==> src/rtl/vrf_burst_master.sv <==
// Burst initiator for the single-port vector register-file RAM: turns base/length/direction
// commands into RAM traffic. Define VRF_BURST_PERF_EN to add the stall counter perf_stall_cnt_o.
module vrf_burst_master #(
  parameter int Width  = 128,
  parameter int Depth  = 256,
  parameter int MaxLen = 16,
  localparam int AW = $clog2(Depth),
  localparam int LW = $clog2(MaxLen + 1)
) (
  input  logic             clk_i,
  input  logic             rst_ni,
  input  logic             cmd_valid_i,
  output logic             cmd_ready_o,
  input  logic             cmd_write_i,
  input  logic [AW-1:0]    cmd_addr_i,
  input  logic [LW-1:0]    cmd_len_i,
  input  logic             wr_valid_i,
  output logic             wr_ready_o,
  input  logic [Width-1:0] wr_data_i,
  output logic             rd_valid_o,
  input  logic             rd_ready_i,
  output logic [Width-1:0] rd_data_o,
  output logic             done_o,
  output logic             ram_req_o,
  output logic             ram_we_o,
  output logic [AW-1:0]    ram_addr_o,
  output logic [Width-1:0] ram_wdata_o,
  input  logic [Width-1:0] ram_rdata_i
`ifdef VRF_BURST_PERF_EN
  ,
  output logic [31:0]      perf_stall_cnt_o
`endif
);

  typedef enum logic [1:0] {
    ST_IDLE  = 2'd0,
    ST_WRITE = 2'd1,
    ST_READ  = 2'd2
  } state_e;

  state_e           state_q, state_d;
  logic [AW-1:0]    addr_q, addr_d;
  logic [LW-1:0]    len_q, len_d;
  logic [LW-1:0]    cnt_q, cnt_d;
  logic [LW-1:0]    pop_cnt_q, pop_cnt_d;
  logic [Width-1:0] fifo_q [2];
  logic             wptr_q, rptr_q, inflight_q;
  logic [1:0]       count_q;
  logic             issue_s, pop_s, push_s, fifo_pop_s, wr_fire_s;
  logic [AW-1:0]    addr_inc_s;

  assign addr_inc_s = (addr_q == AW'(Depth - 1)) ? '0 : addr_q + AW'(1);

  // Next-state and output decode. Read data returning from the RAM bypasses an empty
  // FIFO so the first word is visible in the cycle it arrives.
  always_comb begin
    state_d     = state_q;
    addr_d      = addr_q;
    len_d       = len_q;
    cnt_d       = cnt_q;
    pop_cnt_d   = pop_cnt_q;
    cmd_ready_o = (state_q == ST_IDLE);
    wr_ready_o  = 1'b0;
    rd_valid_o  = 1'b0;
    rd_data_o   = '0;
    done_o      = 1'b0;
    ram_req_o   = 1'b0;
    ram_we_o    = 1'b0;
    ram_addr_o  = addr_q;
    ram_wdata_o = '0;
    issue_s     = 1'b0;
    pop_s       = 1'b0;
    push_s      = 1'b0;
    fifo_pop_s  = 1'b0;
    wr_fire_s   = 1'b0;
    case (state_q)
      ST_IDLE: begin
        if (cmd_valid_i) begin
          state_d   = cmd_write_i ? ST_WRITE : ST_READ;
          addr_d    = cmd_addr_i;
          len_d     = cmd_len_i;
          cnt_d     = '0;
          pop_cnt_d = '0;
        end else begin
          state_d = ST_IDLE;
        end
      end
      ST_WRITE: begin
        wr_ready_o  = (cnt_q < len_q);
        wr_fire_s   = wr_valid_i && wr_ready_o;
        ram_req_o   = wr_fire_s;
        ram_we_o    = wr_fire_s;
        ram_wdata_o = wr_data_i;
        if (wr_fire_s) begin
          addr_d = addr_inc_s;
          cnt_d  = cnt_q + LW'(1);
        end else begin
          addr_d = addr_q;
        end
        if (cnt_q == len_q) begin
          done_o  = 1'b1;
          state_d = ST_IDLE;
        end else begin
          state_d = ST_WRITE;
        end
      end
      ST_READ: begin
        rd_valid_o = (count_q != 2'd0) || inflight_q;
        rd_data_o  = (count_q != 2'd0) ? fifo_q[rptr_q] : (inflight_q ? ram_rdata_i : '0);
        pop_s      = rd_valid_o && rd_ready_i;
        fifo_pop_s = pop_s && (count_q != 2'd0);
        push_s     = inflight_q && !(pop_s && (count_q == 2'd0));
        issue_s    = (cnt_q < len_q) && ((count_q + {1'b0, inflight_q}) < 2'd2);
        ram_req_o  = issue_s;
        if (issue_s) begin
          addr_d = addr_inc_s;
          cnt_d  = cnt_q + LW'(1);
        end else begin
          addr_d = addr_q;
        end
        if (pop_s) begin
          pop_cnt_d = pop_cnt_q + LW'(1);
        end else begin
          pop_cnt_d = pop_cnt_q;
        end
        if ((len_q == '0) || (pop_s && ((pop_cnt_q + LW'(1)) == len_q))) begin
          done_o  = 1'b1;
          state_d = ST_IDLE;
        end else begin
          state_d = ST_READ;
        end
      end
      default: begin
        state_d = ST_IDLE;
      end
    endcase
  end

  // Control registers.
  always_ff @(posedge clk_i or negedge rst_ni) begin
    if (!rst_ni) begin
      state_q   <= ST_IDLE;
      addr_q    <= '0;
      len_q     <= '0;
      cnt_q     <= '0;
      pop_cnt_q <= '0;
    end else begin
      state_q   <= state_d;
      addr_q    <= addr_d;
      len_q     <= len_d;
      cnt_q     <= cnt_d;
      pop_cnt_q <= pop_cnt_d;
    end
  end

  // Read-return FIFO; in-flight flag marks a read issued in the previous cycle.
  always_ff @(posedge clk_i or negedge rst_ni) begin
    if (!rst_ni) begin
      for (int i = 0; i < 2; i++) fifo_q[i] <= '0;
      wptr_q     <= 1'b0;
      rptr_q     <= 1'b0;
      count_q    <= 2'd0;
      inflight_q <= 1'b0;
    end else begin
      if (push_s) begin
        fifo_q[wptr_q] <= ram_rdata_i;
        wptr_q         <= ~wptr_q;
      end
      if (fifo_pop_s) rptr_q <= ~rptr_q;
      count_q    <= count_q + {1'b0, push_s} - {1'b0, fifo_pop_s};
      inflight_q <= issue_s;
    end
  end

`ifdef VRF_BURST_PERF_EN
  logic [31:0] perf_q;
  logic        stall_s;

  assign stall_s = ((state_q == ST_READ) && rd_valid_o && !rd_ready_i) ||
                   ((state_q == ST_WRITE) && !wr_valid_i);
  assign perf_stall_cnt_o = perf_q;

  // Saturating stall counter, cleared only by reset.
  always_ff @(posedge clk_i or negedge rst_ni) begin
    if (!rst_ni) begin
      perf_q <= 32'd0;
    end else if (stall_s && (perf_q != 32'hFFFF_FFFF)) begin
      perf_q <= perf_q + 32'd1;
    end
  end
`endif

endmodule

==> config.mk <==
export PLATFORM = sky130hd
export DESIGN_NAME = vrf_burst_master
export DESIGN_NICKNAME = d
export VERILOG_FILES = /design/src/rtl/vrf_burst_master.sv
export SDC_FILE = /design/constraint.sdc
export NUM_CORES = 1
export LEC_CHECK = 0
export CORE_AREA = 3 3 209 211
export CTS_CLUSTER_DIAMETER = 30
export DETAILED_ROUTE_END_ITERATION = 8
export DIE_AREA = 0 0 212 214
export GPL_TIMING_DRIVEN = 0
export PLACE_DENSITY = 0.66
export SYNTH_ARGS = -nofsm -noshare
export SYNTH_HDL_FRONTEND = slang
export SYNTH_SLANG_ARGS = --single-unit
==> constraint.sdc <==
create_clock -name clk_i -period 2.8 [get_ports clk_i]
set_input_delay 0.56 -clock clk_i [delete_from_list [all_inputs] [get_ports clk_i]]
set_output_delay 0.56 -clock clk_i [all_outputs]
set_load 0.02 [all_outputs]
==> summary.md, run 1 <==
| Metric | Value |
|---|---|
| Status | `finished with violations` |
| Failing checks | `negative setup slack` |
| Vias in the first global route | `13278` |
| Post-synth top area cell | `dfrtp_1` |
| Wirelength per Cell | `21.5 µm` |
| Die area | `0.0454 mm²` |
| Core ar. | `0.0419 mm²` |
| Final hold violations | `0` |
| Synth Area per Inst | `11.3 µm²` |
| Post-DRT Antenna Nets | `0` |
| Reg2reg end | `ram_addr_o[7]` |
| Final setup TNS | `-3.15 ns` |
| PwrDens | `896 mW/mm²` |
| I/O pin count | `545` |
| Buf+Inv Stages, Crit Path | `3` |
| Clock transition at the registers of the reported paths | `0.04 ns` |
| Xor-xnor portion of the synthesized cell area | `0.00768` |
| Reg area | `0.00716 mm²` |
| Total Routing Usage GR | `0.228` |
| Port Buffers | `544` |
| Chip width | `212 µm` |
| RSZ-0062 raised after global routing | `true` |
| CTS tree | `yes` |
| EDFF count, synth | `0` |
| H-tree level count | `2` |
| Top post-synthesis cells by area | `dfrtp_1 48%, mux2_2 20%, mux2i_1 8.8%` |
| Top delay family on crit path | `compound AO/OA/AOI/OAI gates` |
| Mux cell area share after synthesis | `0.288` |
| Complex-gate fraction of the synthesized area | `0.0694` |
| Clock Path Buffers | `3` |
| HPWL after DPL | `40300 µm` |
| Worst Hold Class | `register to register` |
| Register bit total from synthesis | `286` |
| Slew headroom | `0.521` |
| Post-Syn Nets | `1605` |
| Vias | `12911` |
| Hold Startpoint | `wptr_q` |
| Synth warnings | `0` |
| 1st-pass router iterations | `5` |
| Asr flop ratio synth | `1.00` |
| Min Tclk post-route | `2.96 ns` |
| Final worst-path cycle share | `1.06` |
| Fmax achieved | `338 MHz` |
| Endpoints failing setup | `69` |
| Vias per cell | `5.03` |
| Share of the synthesized area in the top cell type | `0.483` |
| Standard-cell rows | `75` |
| Total wire length | `55200 µm` |
| Worst path most repeated cell | `buf_6` |
| Initial Util | `0.354` |
| Slew @ Worst Pin | `0.719 ns` |
| Flop2flop setup slack | `0.16 ns` |
| Hold path endpoint | `wptr_q` |
| Synth cell types | `42` |
| Root Buffer | `clkbuf_16` |
| Initial DRC count | `687` |
| Fillers | `3410` |
| Leak pwr | `12.6 nW` |
| Number of max-cap violations | `0` |
| Fin worst setup slack | `-0.161 ns` |
| Mapped Cells | `1316` |
| Nets | `2263` |
| Crit path DAT | `2.40 ns` |
| Cells on Worst Hold Path | `1` |
| Multi-input gate area | `0.00807 mm²` |
| Largest family of logic cells by synthesized area | `multiplexers` |
| Num Clock Sinks | `286` |
| Sequential cell area fraction in the yosys report | `0.483` |
| Post-Synth Adder-Cell Area | `0.0118` |
| Clk_skew | `0.0275 ns` |
| Post-DP Area | `0.0210 mm²` |
| Worst EP required | `2.24 ns` |
| Crit path capture type | `primary output` |
| Latest clock arrival within the worst-skew pair | `0.59 ns` |
| Aggregate global routing overflow | `0` |
| CTS Buf Count | `61` |
| CP Launch Type | `register` |
| Largest net degree at the start of global routing | `107` |
| WS Path Type | `register to primary output` |
| Layout cells sized above 1 | `0.437` |
| # DRC | `0` |
| Cells along the critical path | `inv_2 -> ha_4 -> a211o_1 -> a221oi_4 -> buf_6 -> and3_4 -> buf_6` |
| Slowest stage delay, CP | `0.40 ns` |
| Initial antenna violation count | `6` |
| Crit-path slowest cell | `dfrtp_1` |
| Worst slack, placed | `-1.14 ns` |
| Crit-path max FO | `3` |
| GPL Wtd Cong | `0.928` |
| Area delta synth->final | `67.7%` |
| Fin. max-slew vios | `0` |
| Post-Synth Simple-Gate Area | `0.110` |
| Reg-to-Reg Start | `len_q[2]` |
| Die height | `214 µm` |
| First-pass GRT wire length | `80000 µm` |
| Worst reg2reg path depth | `10` |
| Maximum VDD drop | `0.479 mV` |
| Worst hold margin | `0.497 ns` |
| Mapped cell area | `0.0148 mm²` |
| Main flop type after synthesis | `dfrtp_1` |
| Design Area, Final | `0.0249 mm²` |
==> state kept, by name, indices dropped and copies added (netlist names) <==
name / cells
fifo_q: 256
ram_addr_o: 8
cnt_q: 5
len_q: 5
pop_cnt_q: 5
count_q: 2
state_q: 2
inflight_q: 1
rptr_q: 1
wptr_q: 1
==> where the power goes <==
group	switching, mW	total [mW]	internal [mW]
Sequential	0.752	6.13	5.38
Combinational	4.69	8.89	4.20
Clock	2.29	7.25	4.96
==> area by class of cell <==
| class | count | share of cell area |
|---|---|---|
| Sequential cell | 286 | 0.288 |
| Antenna cell | 5 | 0.000503 |
| Multi-Input combinational cell | 921 | 0.325 |
| Clock buffer | 87 | 0.0706 |
| Buffer | 90 | 0.0299 |
| Inverter | 15 | 0.00226 |
| Tap cell | 539 | 0.0271 |
| Clock inverter | 26 | 0.0150 |
| Timing Repair Buffer | 599 | 0.242 |
==> cells in the mapped netlist (2+ instances only) <==
cell type,count
and2_1,129
o41ai_1,5
nand2_1,144
nor2b_1,3
o21ai_0,140
a22o_1,6
inv_1,15
mux2_2,263
o31ai_1,4
and3_1,6
o22ai_1,2
mux2i_1,131
xor2_1,3
dfrtp_1,286
buf_2,30
buf_1,3
nor2_1,13
nor3_1,7
a21o_1,2
nor4b_1,2
a31oi_1,3
ha_1,14
a211o_1,4
clkbuf_1,60
nand3b_1,4
o21a_1,2
nand3_1,11
xnor2_1,10
==> cells in the final DEF (no fill, tap or decap), types with 5 or more instances in the layout <==
cell type	synthesis	layout
a22o_1	6	6
and2_1	129	125
buf_12	0	12
buf_2	30	33
buf_4	0	79
buf_6	1	92
buf_8	0	15
bufinv_16	0	7
clkbuf_1	60	16
clkbuf_16	0	73
clkbuf_2	0	81
clkbuf_4	0	10
clkbuf_8	0	17
clkdlybuf4s50_1	0	282
clkinv_2	0	9
clkinvlp_4	0	5
dfrtp_1	286	283
diode_2	0	5
dlymetal6s2s_1	0	56
ha_1	14	9
inv_1	15	13
mux2_2	263	263
mux2i_1	131	128
nand2_1	144	77
nand2_2	0	38
nand2_4	0	29
nand3_1	11	11
nor2_1	13	12
nor3_1	7	7
o21ai_0	140	15
o21ai_1	0	39
o21ai_2	0	69
o21ai_4	0	17
o41ai_1	5	5
xnor2_1	10	10
==> logic make-up (layout without fill, tap and decap cells) <==
family | after synthesis | after routing
adders and majority gates | 14 | 14
muxes | 394 | 394
AOI/OAI and AO/OA | 176 | 176
and+or+nand+nor | 324 | 324
other | 0 | 5
xor gates and xnor gates | 13 | 13
DFF | 286 | 286
buffers and inverters | 109 | 817
==> how the worst max path moves through the flow <==
stage	cells after the start	slack, ns	end	startpoint
after CTS	6	-0.27	ram_wdata_o[124]	state_q[1]
final	7	-0.16	ram_req_o	len_q[2]
after detailed placement	8	-1.14	rd_data_o[54]	state_q[0]
after global placement	1	-10.98	fifo_q[145]	rst_ni
after global routing	7	-0.25	ram_req_o	len_q[2]
after floorplan	5	0.47	rd_data_o[0]	rptr_q
==> per-layer routing <==
layer | GRT usage | wire [µm] | up-vias
met4 | 0.0726 | 1560 | 8
met3 | 0.0596 | 3600 | 96
met2 | 0.382 | 27400 | 419
met1 | 0.288 | 22500 | 6430
met5 | 0 | 51 | -
li1 | - | - | 5958
==> per-stage QoR <==
stage / utilization / std cells / power (mW)
2_1_floorplan: - / 1316 / 10.8
6_report: 0.593 / 2568 / 22.3
3_5_place_dp: 0.501 / 2401 / 14.3
5_1_grt: 0.593 / 2564 / 23.4
4_1_cts: 0.556 / 2519 / 21.7
3_3_place_gp: 0.499 / 2399 / 14.1
==> repair_timing <==
item                                   CTS  global route
hold buffers                             1             0
buffers inserted                         6            33
setup endpoints to repair              261           261
endpoints found under the hold margin   11             0
resized for setup                      836           829
cloned                                   0            13
pin swaps                                2            19
Power figures use the tool's default switching activity.
==> inputs of run 2 (changes only) <==
- SETUP_SLACK_MARGIN: unset -> 0.15
- clock period: 2.8 -> 3.3 ns (I/O delays scaled with it)
==> run 2 against run 1 <==
  * The flow now finishes without violations
  * Combinational power is 22% lower
  * Sequential share of layout area rose by 2.1 points
  * Setup slack gained 0.39 ns
  * Largest power group unchanged
  * Highest routed layer unchanged
==> summary.md, run 2 (synthesized netlist as in run 1, its figures left out) <==
| Metric | Value |
|---|---|
| Status | `finished clean` |
| Initial Util | `0.354 (unchanged)` |
| Worst Setup SP | `pop_cnt_q[0]` |
| Chip width | `212 µm (unchanged)` |
| Maximum VDD drop | `0.396 mV (-17%)` |
| Worst hold margin | `0.0709 ns (-0.426 ns)` |
| Top delay family on crit path | `flip-flops` |
| Crit path capture type | `primary output` |
| Flop2flop setup slack | `0.70 ns (+0.54 ns)` |
| Fmax achieved | `326 MHz` |
| Post-DP Area | `0.0210 mm² (unchanged)` |
| 1st-pass router iterations | `5 (unchanged)` |
| Min Tclk post-route | `3.07 ns` |
| Buf+Inv Stages, Crit Path | `1 (-2)` |
| Design Area, Final | `0.0232 mm² (-6.7%)` |
| Clock Path Buffers | `3 (unchanged)` |
| Latest clock arrival within the worst-skew pair | `0.59 ns (about the same)` |
| CTS Buf Count | `61 (unchanged)` |
| Final setup TNS | `0 ns (+3.15 ns)` |
| Slowest stage delay, CP | `0.44 ns (+0.04 ns)` |
| Aggregate global routing overflow | `0 (unchanged)` |
| Port Buffers | `544 (unchanged)` |
| Post-layout util | `0.553 (-0.0400)` |
| Cells along the critical path | `ha_1 -> xor2_1 -> nor3_1 -> nand4_1 -> a21boi_1 -> o21a_2 -> clkbuf_4` |
| HPWL after DPL | `40300 µm (unchanged)` |
| Vias per cell | `4.95 (-1.5%)` |
| Vias in the first global route | `13264 (-0.11%)` |
| Reg-to-Reg Start | `len_q[4]` |
| Largest register FFs | `256 (unchanged)` |
| Worst Hold Class | `input port to async pin` |
| Final hold violations | `0 (unchanged)` |
| Standard-cell rows | `75 (unchanged)` |
| Vias | `12502 (-3.2%)` |
| Clk_skew | `0.0275 ns (+0.0000186 ns)` |
| Crit path DAT | `2.41 ns (about the same)` |
| Area delta synth->final | `56.4%` |
| Slew @ Worst Pin | `0.716 ns (-0.00248 ns)` |
| RSZ-0062 raised after global routing | `true` |
| Wirelength per Cell | `21.1 µm (-1.6%)` |
| Leak pwr | `11.4 nW (-9.4%)` |
| H-tree level count | `2 (unchanged)` |
| Fin worst setup slack | `0.232 ns (+0.392 ns)` |
| WS Path Type | `register to primary output` |
| Most frequent cells in the layout | `296 x clkdlybuf4s50_1, 284 x dfrtp_1, 263 x mux2_2, 144 x nand2_1, 131 x mux2i_1` |
| PwrDens | `785 mW/mm² (-12%)` |
| Post-DRT Antenna Nets | `0 (unchanged)` |
| First-pass GRT wire length | `80200 µm (+0.21%)` |
| Commonest non-fill, non-tap cell in the layout | `clkdlybuf4s50_1` |
| Core ar. | `0.0419 mm² (unchanged)` |
| Die height | `214 µm (unchanged)` |
| Crit-path max FO | `5 (+2)` |
| Worst slack, placed | `-0.740 ns (+0.400 ns)` |
| Total wire length | `53400 µm (-3.3%)` |
| Initial DRC count | `730 (+6.3%)` |
| Fin. max-slew vios | `0 (unchanged)` |
| I/O pin count | `545 (unchanged)` |
| # DRC | `0 (unchanged)` |
| Layout cells sized above 1 | `0.310 (-0.127)` |
| Die area | `0.0454 mm² (unchanged)` |
| Num Clock Sinks | `286 (unchanged)` |
| Root Buffer | `clkbuf_16` |
| Crit-path slowest cell | `dfrtp_2` |
| Nets | `2222 (-1.8%)` |
| Largest net degree at the start of global routing | `107 (unchanged)` |
| Total Routing Usage GR | `0.229 (+0.000822)` |
| GPL Wtd Cong | `0.928 (unchanged)` |
| Final worst-path cycle share | `0.930` |
| CTS tree | `yes` |
| Top reg by flops | `fifo_q` |
| Worst EP required | `2.64 ns (+0.40 ns)` |
| Number of max-cap violations | `0 (unchanged)` |
| Clock transition at the registers of the reported paths | `0.05 ns (about the same)` |
| Initial antenna violation count | `5 (-1)` |
| CP Launch Type | `register` |
| Slew headroom | `0.523 (+0.00166)` |
| Endpoints failing setup | `0 (-100%)` |
run 2: changes by cell type in the layout (fill, tap and decap cells not counted), moves of 32 or more:
cell             before  now
nand2_1              77  144
nand2_2              38    0
buf_6                92    5
o21ai_0              15   89
o21ai_2              69    4
dlygate4sd2_1         2   96
clkdlybuf4s15_2       1   55
buf_4                79   15
buf_2                33   66
dlymetal6s2s_1       56   24
run 2: cell type report:
type / instances / area [µm²]
sequential: 286 / 7160
antenna: 2 / 5.00
clock buffer: 87 / 1750
tap: 539 / 674
buffer: 94 / 631
timing repair buffer: 554 / 5250
fill: 3627 / 18800
multi-input combinational: 921 / 7290
inverter: 15 / 56.3
clock inverter: 26 / 373
run 2: final timing paths:
path / end / depth (start not counted)
min in group clk_i: wptr_q / 1
max reg2reg: ram_addr_o[4] / 11
max: done_o / 7
min reg2reg: wptr_q / 1
max in group asynchronous: pop_cnt_q[0] / 2
min: fifo_q[202] / 1
run 2: report_power, final:
| part | internal [mW] | total (mW) | switching, mW | leakage (nW) |
|---|---|---|---|---|
| Clock | 4.21 | 6.14 | 1.93 | 1.03 |
| Combinational | 3.24 | 6.89 | 3.64 | 6.56 |
| Sequential | 4.56 | 5.17 | 0.609 | 3.81 |
| Total | 12.0 | 18.2 | 6.18 | 11.4 |
run 2: timing repair:
item                                   4_1_cts  5_1_grt
setup endpoints to repair                  261      178
endpoints found under the hold margin        0        0
gates cloned                                 1        0
resized for setup                          662      198
pin swaps                                    2        4
hold buffers                                 0        0
setup buffers                                6        1
run 2: layer usage:
metal | part of all wire | vias up | GRT usage
met2 | 0.49 | 400 | 0.383
met5 | 0.00067 | - | 0
met1 | 0.42 | 6167 | 0.289
met4 | 0.031 | 6 | 0.0728
met3 | 0.066 | 86 | 0.0605
li1 | - | 5843 | -
run 2: stage by stage:
stage / instances / power, mW
global route: 2522 / 19.2
global placement: 2399 / 11.9
floorplan: 1316 / 9.19
finish: 2524 / 18.2
CTS: 2521 / 18.4
detailed placement: 2401 / 12.1
